**src/rtl/npc_btb_predict.sv**
```systemverilog
// Fetch-stage next-PC unit: PC register, direct-mapped BTB with 2-bit counters, EX redirect/flush.
// Define NPC_PREDICT_EN to build the BTB; otherwise the unit predicts static not-taken.

`ifndef NPC_PLUS4
`define NPC_PLUS4  3'd0
`endif
`ifndef NPC_BRANCH
`define NPC_BRANCH 3'd1
`endif
`ifndef NPC_JUMP
`define NPC_JUMP   3'd2
`endif
`ifndef NPC_JALR
`define NPC_JALR   3'd3
`endif

module npc_btb_predict #(
  parameter int               WIDTH    = 32,
  parameter int               ENTRIES  = 16,
  parameter logic [WIDTH-1:0] RESET_PC = '0
) (
  input  logic             clk,
  input  logic             rst,
  input  logic             stall,
  input  logic             ex_valid,
  input  logic [2:0]       ex_op,
  input  logic [WIDTH-1:0] ex_pc,
  input  logic             ex_taken,
  input  logic [WIDTH-1:0] ex_target,
  input  logic             ex_pred_taken,
  input  logic [WIDTH-1:0] ex_pred_target,
  output logic [WIDTH-1:0] pc,
  output logic             pred_taken,
  output logic [WIDTH-1:0] pred_target,
  output logic             flush
);

  logic [WIDTH-1:0] pc_plus4;
  logic [WIDTH-1:0] pc_next;
  logic [WIDTH-1:0] actual;
  logic             is_branch;
  logic             is_jump;
  logic             resolve;
  logic             mispredict;

  assign pc_plus4 = pc + WIDTH'(4);

  // NOTE: every signal written in an always_comb gets a value on every path
  // (here, straight-line assignments) so no latch can be inferred.
  always_comb begin
    is_branch  = (ex_op == `NPC_BRANCH);
    is_jump    = (ex_op == `NPC_JUMP) || (ex_op == `NPC_JALR);
    resolve    = ex_valid & (is_branch | is_jump);
    actual     = ex_taken ? ex_target : ex_pc + WIDTH'(4);
    mispredict = (ex_taken != ex_pred_taken) |
                 (ex_taken & (ex_target != ex_pred_target));
  end

  assign flush = resolve & mispredict;

`ifdef NPC_PREDICT_EN
  localparam int IDX_W = $clog2(ENTRIES);
  localparam int TAG_W = WIDTH - IDX_W - 2;

  logic             btb_valid  [ENTRIES];
  logic [1:0]       btb_cnt    [ENTRIES];
  logic [TAG_W-1:0] btb_tag    [ENTRIES];
  logic [WIDTH-1:0] btb_target [ENTRIES];

  logic [IDX_W-1:0] f_idx;
  logic [TAG_W-1:0] f_tag;
  logic             f_hit;
  logic [IDX_W-1:0] e_idx;
  logic [TAG_W-1:0] e_tag;
  logic             e_hit;

  assign f_idx = pc[IDX_W+1:2];
  assign f_tag = pc[WIDTH-1:IDX_W+2];
  assign f_hit = btb_valid[f_idx] && (btb_tag[f_idx] == f_tag);
  assign e_idx = ex_pc[IDX_W+1:2];
  assign e_tag = ex_pc[WIDTH-1:IDX_W+2];
  assign e_hit = btb_valid[e_idx] && (btb_tag[e_idx] == e_tag);

  // Lookup reads pre-edge contents, so a same-index update is seen next cycle.
  assign pred_taken  = f_hit & btb_cnt[f_idx][1];
  assign pred_target = pred_taken ? btb_target[f_idx] : pc_plus4;

  // NOTE: state is written with non-blocking assignments so every register
  // samples pre-edge values regardless of statement order.
  always_ff @(posedge clk) begin
    if (rst) begin
      for (int i = 0; i < ENTRIES; i++) begin
        btb_valid[i] <= 1'b0;
        btb_cnt[i]   <= 2'b01;
      end
    end else if (resolve) begin
      if (is_jump) begin
        btb_valid[e_idx] <= 1'b1;
        btb_cnt[e_idx]   <= 2'b11;
      end else if (e_hit) begin
        if (ex_taken)
          btb_cnt[e_idx] <= (btb_cnt[e_idx] == 2'b11) ? 2'b11 : btb_cnt[e_idx] + 2'b01;
        else
          btb_cnt[e_idx] <= (btb_cnt[e_idx] == 2'b00) ? 2'b00 : btb_cnt[e_idx] - 2'b01;
      end else if (ex_taken) begin
        btb_valid[e_idx] <= 1'b1;
        btb_cnt[e_idx]   <= 2'b10;
      end
    end
  end

  // NOTE: tag/target storage has no reset; an entry's valid bit gates every
  // use of it, so only valid and the counters need clearing.
  always_ff @(posedge clk) begin
    if (!rst && resolve && (is_jump || ex_taken)) begin
      btb_tag[e_idx]    <= e_tag;
      btb_target[e_idx] <= ex_target;
    end
  end
`else
  assign pred_taken  = 1'b0;
  assign pred_target = pc_plus4;
`endif

  // Redirect outranks stall; a stalled fetch simply holds its pc.
  always_comb begin
    pc_next = pred_target;
    if (flush)
      pc_next = actual;
    else if (stall)
      pc_next = pc;
  end

  always_ff @(posedge clk) begin
    if (rst)
      pc <= RESET_PC;
    else
      pc <= pc_next;
  end

endmodule

```
**config.mk**
```make
export PLATFORM = sky130hd
export DESIGN_NAME = npc_btb_predict
export DESIGN_NICKNAME = d
export VERILOG_FILES = /design/src/rtl/npc_btb_predict.sv
export SDC_FILE = /design/constraint.sdc
export NUM_CORES = 1
export LEC_CHECK = 0
export BUFFER_PORTS_ARGS = -buffer_cell sky130_fd_sc_hd__buf_4
export CORE_ASPECT_RATIO = 1.1
export CORE_MARGIN = 2
export CORE_UTILIZATION = 48
export DETAILED_ROUTE_END_ITERATION = 7
export PLACE_DENSITY = 0.83
export SKIP_LAST_GASP = 1
export SLEW_MARGIN = 15
export SYNTH_ARGS = -nofsm -noshare
export SYNTH_HDL_FRONTEND = slang
export SYNTH_SLANG_ARGS = --single-unit
```
**constraint.sdc**
```tcl
create_clock -name clk -period 2.48 [get_ports clk]
set_input_delay 0.248 -clock clk [delete_from_list [all_inputs] [get_ports clk]]
set_output_delay 0.248 -clock clk [all_outputs]
set_load 0.05 [all_outputs]
```
==> qor.yml, run 1 <==
layout.cells.non_filler: 727
clkPwrFrac_pct: 22.1
cap_violations: 0
synth_enable_flop_cells: 0
drt_iter0_drc: 246
yosys_warnings: 0
crit_type: "reg2out"
vias_per_cell: 5.72
min_from: "ex_target[27]"
outcome: "complete, no violations"
cp-end-kind: "output port"
hpwl_mm: 10.2
relSlewSlack_pct: 53.7
ios: 171
async_flop_share_pct: 0
die_h_um: 94.3
dieArea_mm2: 0.00812
vias: 4162
fin_crit_sh_pct: 97.1
drc: 0
antenna_cells: 0
utilization_pct: 74.3
leakagePower_nw: 2.28
tritoncts: "built"
start_kind: "flip-flop"
cts_setup_buffers: 0
yosysSeqAreaShare_pct: 18.0
crit_arrival_ps: 2160
reg2reg_from: "pc[19]"
swShare_pct: 40.7
die_w_um: 86.1
synth-seq-cells: 32
final_max_slew_viol_count: 0
cts.sink_count: 32
clockBufferDepth: 2
top_register: "pc"
rr_worst_depth: 7
largest_reg_flops: 32
cts-root-buf: "clkbuf_8"
worstPathRequired_ps: 2230
area_growth_pct: 48.0
worstHoldPathCells: 3
syn_avg_cell_area_um2: 7.44
first_pass_iters: 6
place_ws_ps: 189
synth.cell_area_mm2: 0.00356
critPathMaxFanout: 6
worst_pin_slew_ps: 694
start_util_pct: 50.2
vdd_ir_drop_max_uv: 165
htreeDepth: 2
place_inst: 719
fmax_mhz: 415
drive_gt1_share_pct: 38.8
grt_start_max_net_pins: 30
synthFlopType: "dfxtp_1"
netlist.top_cell.by_area: "dfxtp_1"
syn_nets: 585
grt_pass1_wl_mm: 19.5
worst_slack_ps: 71.7
worstHoldEndpoint: "pc[27]"
finalPower_mw: 1.79
pwr-share-seq_pct: 33.5
p_per_area_mw_per_mm2: 341
clock_latency_ps: 290
post_synth_num_cell_types: 48
synth_area_leaders: "dfxtp_1 18%, xnor2_1 14%, xor2_1 14%"
grt_pass1_vias: 4042
grt_overflow_total: 0
regToRegSetupSlack_ps: 490
clk_pin_slew_ps: 70
holdWs_ps: 311
period_minus_slack_ps: 2410
worst_clock_skew_ps: 8.97
antenna_found_initial: 0
syn-instance-count: 478
fp-row-count: 32
hold_path_class: "in2reg"
hold_viol_final: 0
r2r-end: "pc[27]"
detail_route.wl_per_cell_um: 17.0
routed_wl_mm: 12.4
switching_power_mw: 0.729
power_frac_comb_pct: 44.4
place_congestion: 0.911
ant_nets: 0
numCtsBuffers: 5
setup_viol: 0
final_net_count: 748
portBuffers: 169
yosysTopAreaCellShare_pct: 18.0
core_mm2: 0.00709
largest_registers: "pc: 32 flops"
intPower_mw: 1.06
grtUsageTotal_pct: 30.2
-- worst max-delay path by stage --
| stage | from | end |
|---|---|---|
| 2_1_floorplan | pc[7] | pred_target[31] |
| 6_report | pc[6] | pred_target[28] |
| 3_3_place_gp | ex_pc[7] | pc[31] |
| 4_1_cts | pc[5] | pred_target[21] |
| 5_1_grt | pc[4] | pred_target[21] |
| 3_5_place_dp | ex_pc[7] | pc[31] |
-- cell families after synthesis --
group | Yosys count | synth area share, %
xor+xnor | 113 | 27.8
other cells | 1 | 0.105
simple gates | 196 | 29.4
flops | 32 | 18.0
compound gates | 78 | 15.4
mux | 10 | 2.88
fa+ha+maj | 2 | 0.703
buf+inv | 46 | 5.70
-- Yosys cell counts, types with 3 or more instances --
cell      count
inv_1         9
o21ai_0      27
dfxtp_1      32
xor2_1       55
nand4_1      17
nand2_1      43
and3_1        7
or4_1         5
mux2i_1       8
o21a_1        8
buf_4         3
nor2b_1       3
clkbuf_1     23
o31ai_2       4
and2_1        3
xnor2_1      58
a211oi_1     10
nor2_1       24
o211ai_1      8
o31ai_1       4
buf_2         7
nor3_1       22
nand3_1      41
and4_1        5
a21oi_1       6
nor4_1       13
-- cell usage in the layout (no fill, tap or decap), types with 13 or more instances in the layout --
master   Yosys  final
buf_4        3    190
xor2_1      55     54
nand2_1     43     43
xnor2_1     58     43
nand3_1     41     40
o21ai_0     27     27
nor2_1      24     24
nor3_1      22     22
dfxtp_1     32     19
nand4_1     17     17
nor4_1      13     13
-- per-stage QoR --
step           instance area (µm²)  setup TNS (ps)
4_1_cts                       5240               0
5_1_grt                       5270           -5.83
3_5_place_dp                  5160               0
3_3_place_gp                  5160               0
2_1_floorplan                 3770           -70.3
6_report                      5270               0
-- per-layer routing --
metal / up-vias / GRT usage, % / share of wire (%)
met2: 209 / 50.6 / 50
met5: - / 0 / 0
met1: 1906 / 40.1 / 42
li1: 2023 / - / -
met3: 24 / 3.78 / 6.2
met4: 0 / 10.1 / 2.3
-- critical path, cell delays in order, from the launching register on --
cell and delay [ps]:
dfxtp_2 390, and3_2 250, and2_1 210, nand4_1 190, nor2_1 140, buf_4 150, nand3_1 170, xnor2_4 180
buf_6 170
-- timing repair --
action	4_1_cts	5_1_grt
hold buffers	0	0
endpoints found under the setup margin	1	4
gates resized for setup	1	8
-- final cells by class --
type                    count  area, µm²
well taps                  85        106
repair buffers            192       1450
inverters                  10       40.0
clock buffers               6       72.6
fillers                   576       1820
flip-flops and latches     32        664
clock inverters             2       12.5
multi-input cells         400       2920
-- power by group through the flow --
stage                     registers [mW]  clock network (mW)  logic, mW
after floorplan                    0.698                   0      0.370
after global placement             0.609                   0      0.787
after detailed placement           0.611                   0      0.790
after CTS                          0.599               0.400      0.793
after global routing               0.606               0.424      0.840
final                              0.600               0.397      0.796
No activity file was read; power rests on OpenSTA's default activity.
==> run 2, diff against run 1 <==
--- a/config.mk
+++ b/config.mk
@@ -6,5 +6,5 @@
 export NUM_CORES = 1
 export LEC_CHECK = 0
-export BUFFER_PORTS_ARGS = -buffer_cell sky130_fd_sc_hd__buf_4
+export BUFFER_PORTS_ARGS = -buffer_cell sky130_fd_sc_hd__buf_2
 export CORE_ASPECT_RATIO = 1.1
 export CORE_MARGIN = 2
@@ -12,4 +12,5 @@
 export DETAILED_ROUTE_END_ITERATION = 7
 export PLACE_DENSITY = 0.83
+export REMOVE_ABC_BUFFERS = 1
 export SKIP_LAST_GASP = 1
 export SLEW_MARGIN = 15
==> constraint.sdc (replaced) <==
create_clock -name clk -period 2.48 [get_ports clk]
set_input_delay 0.248 -clock clk [delete_from_list [all_inputs] [get_ports clk]]
set_output_delay 0.248 -clock clk [all_outputs]
set_load 0.01 [all_outputs]
==> run 2 against run 1 <==
Effect of this change: design area down 12%; clock skew down 2.6 ps; total power is 17% lower; worst hold slack improved by 23 ps; global-route usage is 1.2 points lower; die area did not move; sequential power decreased by 2%; combinational power fell by 35%; non-clock buffer count unchanged.
==> qor.yml, run 2 (synthesis gave the netlist of run 1 again) <==
outcome: "complete, no violations"
hpwl_mm: 9.51
htreeDepth: 2
fin_crit_sh_pct: 95.6
largest_registers: "pc: 32 flops"
ios: 171
min_from: "ex_target[27]"
place_congestion: 0.931
fillers: 631
utilization_pct: 65.1
clock_latency_ps: 290
detail_route.wl_per_cell_um: 16.2
mostFrequentLayoutCells: "169 x buf_2, 58 x xnor2_1, 55 x xor2_1, 43 x nand2_1, 41 x nand3_1"
holdBufCountCts: 0
start_util_pct: 50.2
antenna_cells: 0
switching_power_mw: 0.520
rr_worst_depth: 6
numCtsBuffers: 5
crit_arrival_ps: 2120
grtUsageTotal_pct: 29.0
p_per_area_mw_per_mm2: 323
grt_pass1_vias: 3911
die_h_um: 94.3
r2r-end: "pc[27]"
hold_path_class: "in2reg"
period_minus_slack_ps: 2370
top_register: "pc"
grt_pass1_wl_mm: 18.9
drive_gt1_share_pct: 34.5
final_net_count: 748
dieArea_mm2: 0.00812
critPathMaxFanout: 6
vias_per_cell: 5.70
grt_start_max_net_pins: 29
finalPower_mw: 1.49
hold_viol_final: 0
ant_nets: 0
worst_slack_ps: 109
routed_wl_mm: 11.8
place_ws_ps: 221
tritoncts: "built"
reg2reg_from: "pc[21]"
final_max_slew_viol_count: 0
clk_pin_slew_ps: 70
power_frac_comb_pct: 34.7
swShare_pct: 35.0
worst_clock_skew_ps: 6.37
die_w_um: 86.1
grt_overflow_total: 0
final_area_mm2: 0.00461
worstHoldPathCells: 3
cp-end-kind: "output port"
setup_viol: 0
vdd_ir_drop_max_uv: 175
regToRegSetupSlack_ps: 490
placedInstanceArea_mm2: 0.00452
crit_type: "reg2out"
cts.sink_count: 32
cap_violations: 0
worstHoldEndpoint: "pc[27]"
leakagePower_nw: 2.02
worstPathRequired_ps: 2230
vias: 4141
relSlewSlack_pct: 57.0
clockBufferDepth: 2
core_mm2: 0.00709
first_pass_iters: 5
fmax_mhz: 422
pwr-share-seq_pct: 39.5
clkPwrFrac_pct: 25.8
drt_iter0_drc: 240
final_common_cell: "buf_2"
fp-row-count: 32
area_growth_pct: 29.6
cts-root-buf: "clkbuf_8"
antenna_found_initial: 0
start_kind: "flip-flop"
worst_pin_slew_ps: 645
intPower_mw: 0.968
largest_reg_flops: 32
cts_setup_buffers: 0
portBuffers: 169
drc: 0
-- run 2: changes by cell type in the layout (fill, tap and decap cells not counted), moves of 2 or more --
| cell | before | now |
|---|---|---|
| xnor2_2 | 9 | 0 |
| buf_2 | 0 | 169 |
| buf_6 | 2 | 0 |
| dfxtp_4 | 3 | 0 |
| dfxtp_2 | 10 | 2 |
| buf_4 | 190 | 23 |
| xnor2_1 | 43 | 58 |
| dfxtp_1 | 19 | 30 |
| xnor2_4 | 6 | 0 |
-- run 2: final cells by class --
type / instances / area, µm² / area share (%)
Inverter: 10 / 40.0 / 0.868
Sequential cell: 32 / 643 / 13.9
Timing Repair Buffer: 192 / 1020 / 22.1
Clock inverter: 1 / 5.00 / 0.109
Multi-Input combinational cell: 400 / 2730 / 59.1
Clock buffer: 6 / 72.6 / 1.57
Tap cell: 85 / 106 / 2.31
-- run 2: routing by layer --
layer | vias to the layer above | share of wire (%) | global-route usage [%]
met1 | 1898 | 40 | 36.8
met4 | 0 | 3.0 | 11.4
met5 | - | 0 | 0
met2 | 204 | 50 | 49.9
met3 | 22 | 7.2 | 3.34
li1 | 2017 | - | -
-- run 2: metrics by stage --
step                      hold WS, ps  TNS, ps  cells
after floorplan                   313        0    442
after CTS                         338        0    726
after global routing              339    -5.32    726
after global placement            573        0    719
after detailed placement          598        0    719
final                             335        0    726
-- run 2: worst max-delay path by stage --
stage / from / end / slack (ps) / cells after the start
floorplan: ex_pred_target[4] / pc[6] / 230 / 7
global placement: ex_pc[2] / pc[20] / 240 / 8
detailed placement: ex_pred_target[3] / pc[6] / 220 / 8
CTS: pc[3] / pred_target[28] / 30 / 7
global route: pc[4] / pred_target[28] / -5 / 7
finish: pc[4] / pred_target[28] / 110 / 7
-- run 2: what timing repair did --
item	CTS	global route
hold endpoints to repair	0	0
gates resized for setup	1	6
pin swaps	0	1
setup endpoints to repair	5	12
-- run 2: worst max-delay path, stage by stage, from the launching register on --
cell,delay (ps)
dfxtp_1,410
and3_1,270
and2_1,240
nand4_1,220
nor2_4,250
nand3_1,130
xnor2_1,170
buf_2,150
-- run 2: power groups by stage --
stage          registers (mW)  logic, mW  clock network (mW)
2_1_floorplan           0.610      0.220                   0
3_5_place_dp            0.597      0.510                   0
6_report                0.587      0.517               0.384
3_3_place_gp            0.595      0.504                   0
5_1_grt                 0.593      0.562               0.404
4_1_cts                 0.586      0.513               0.374
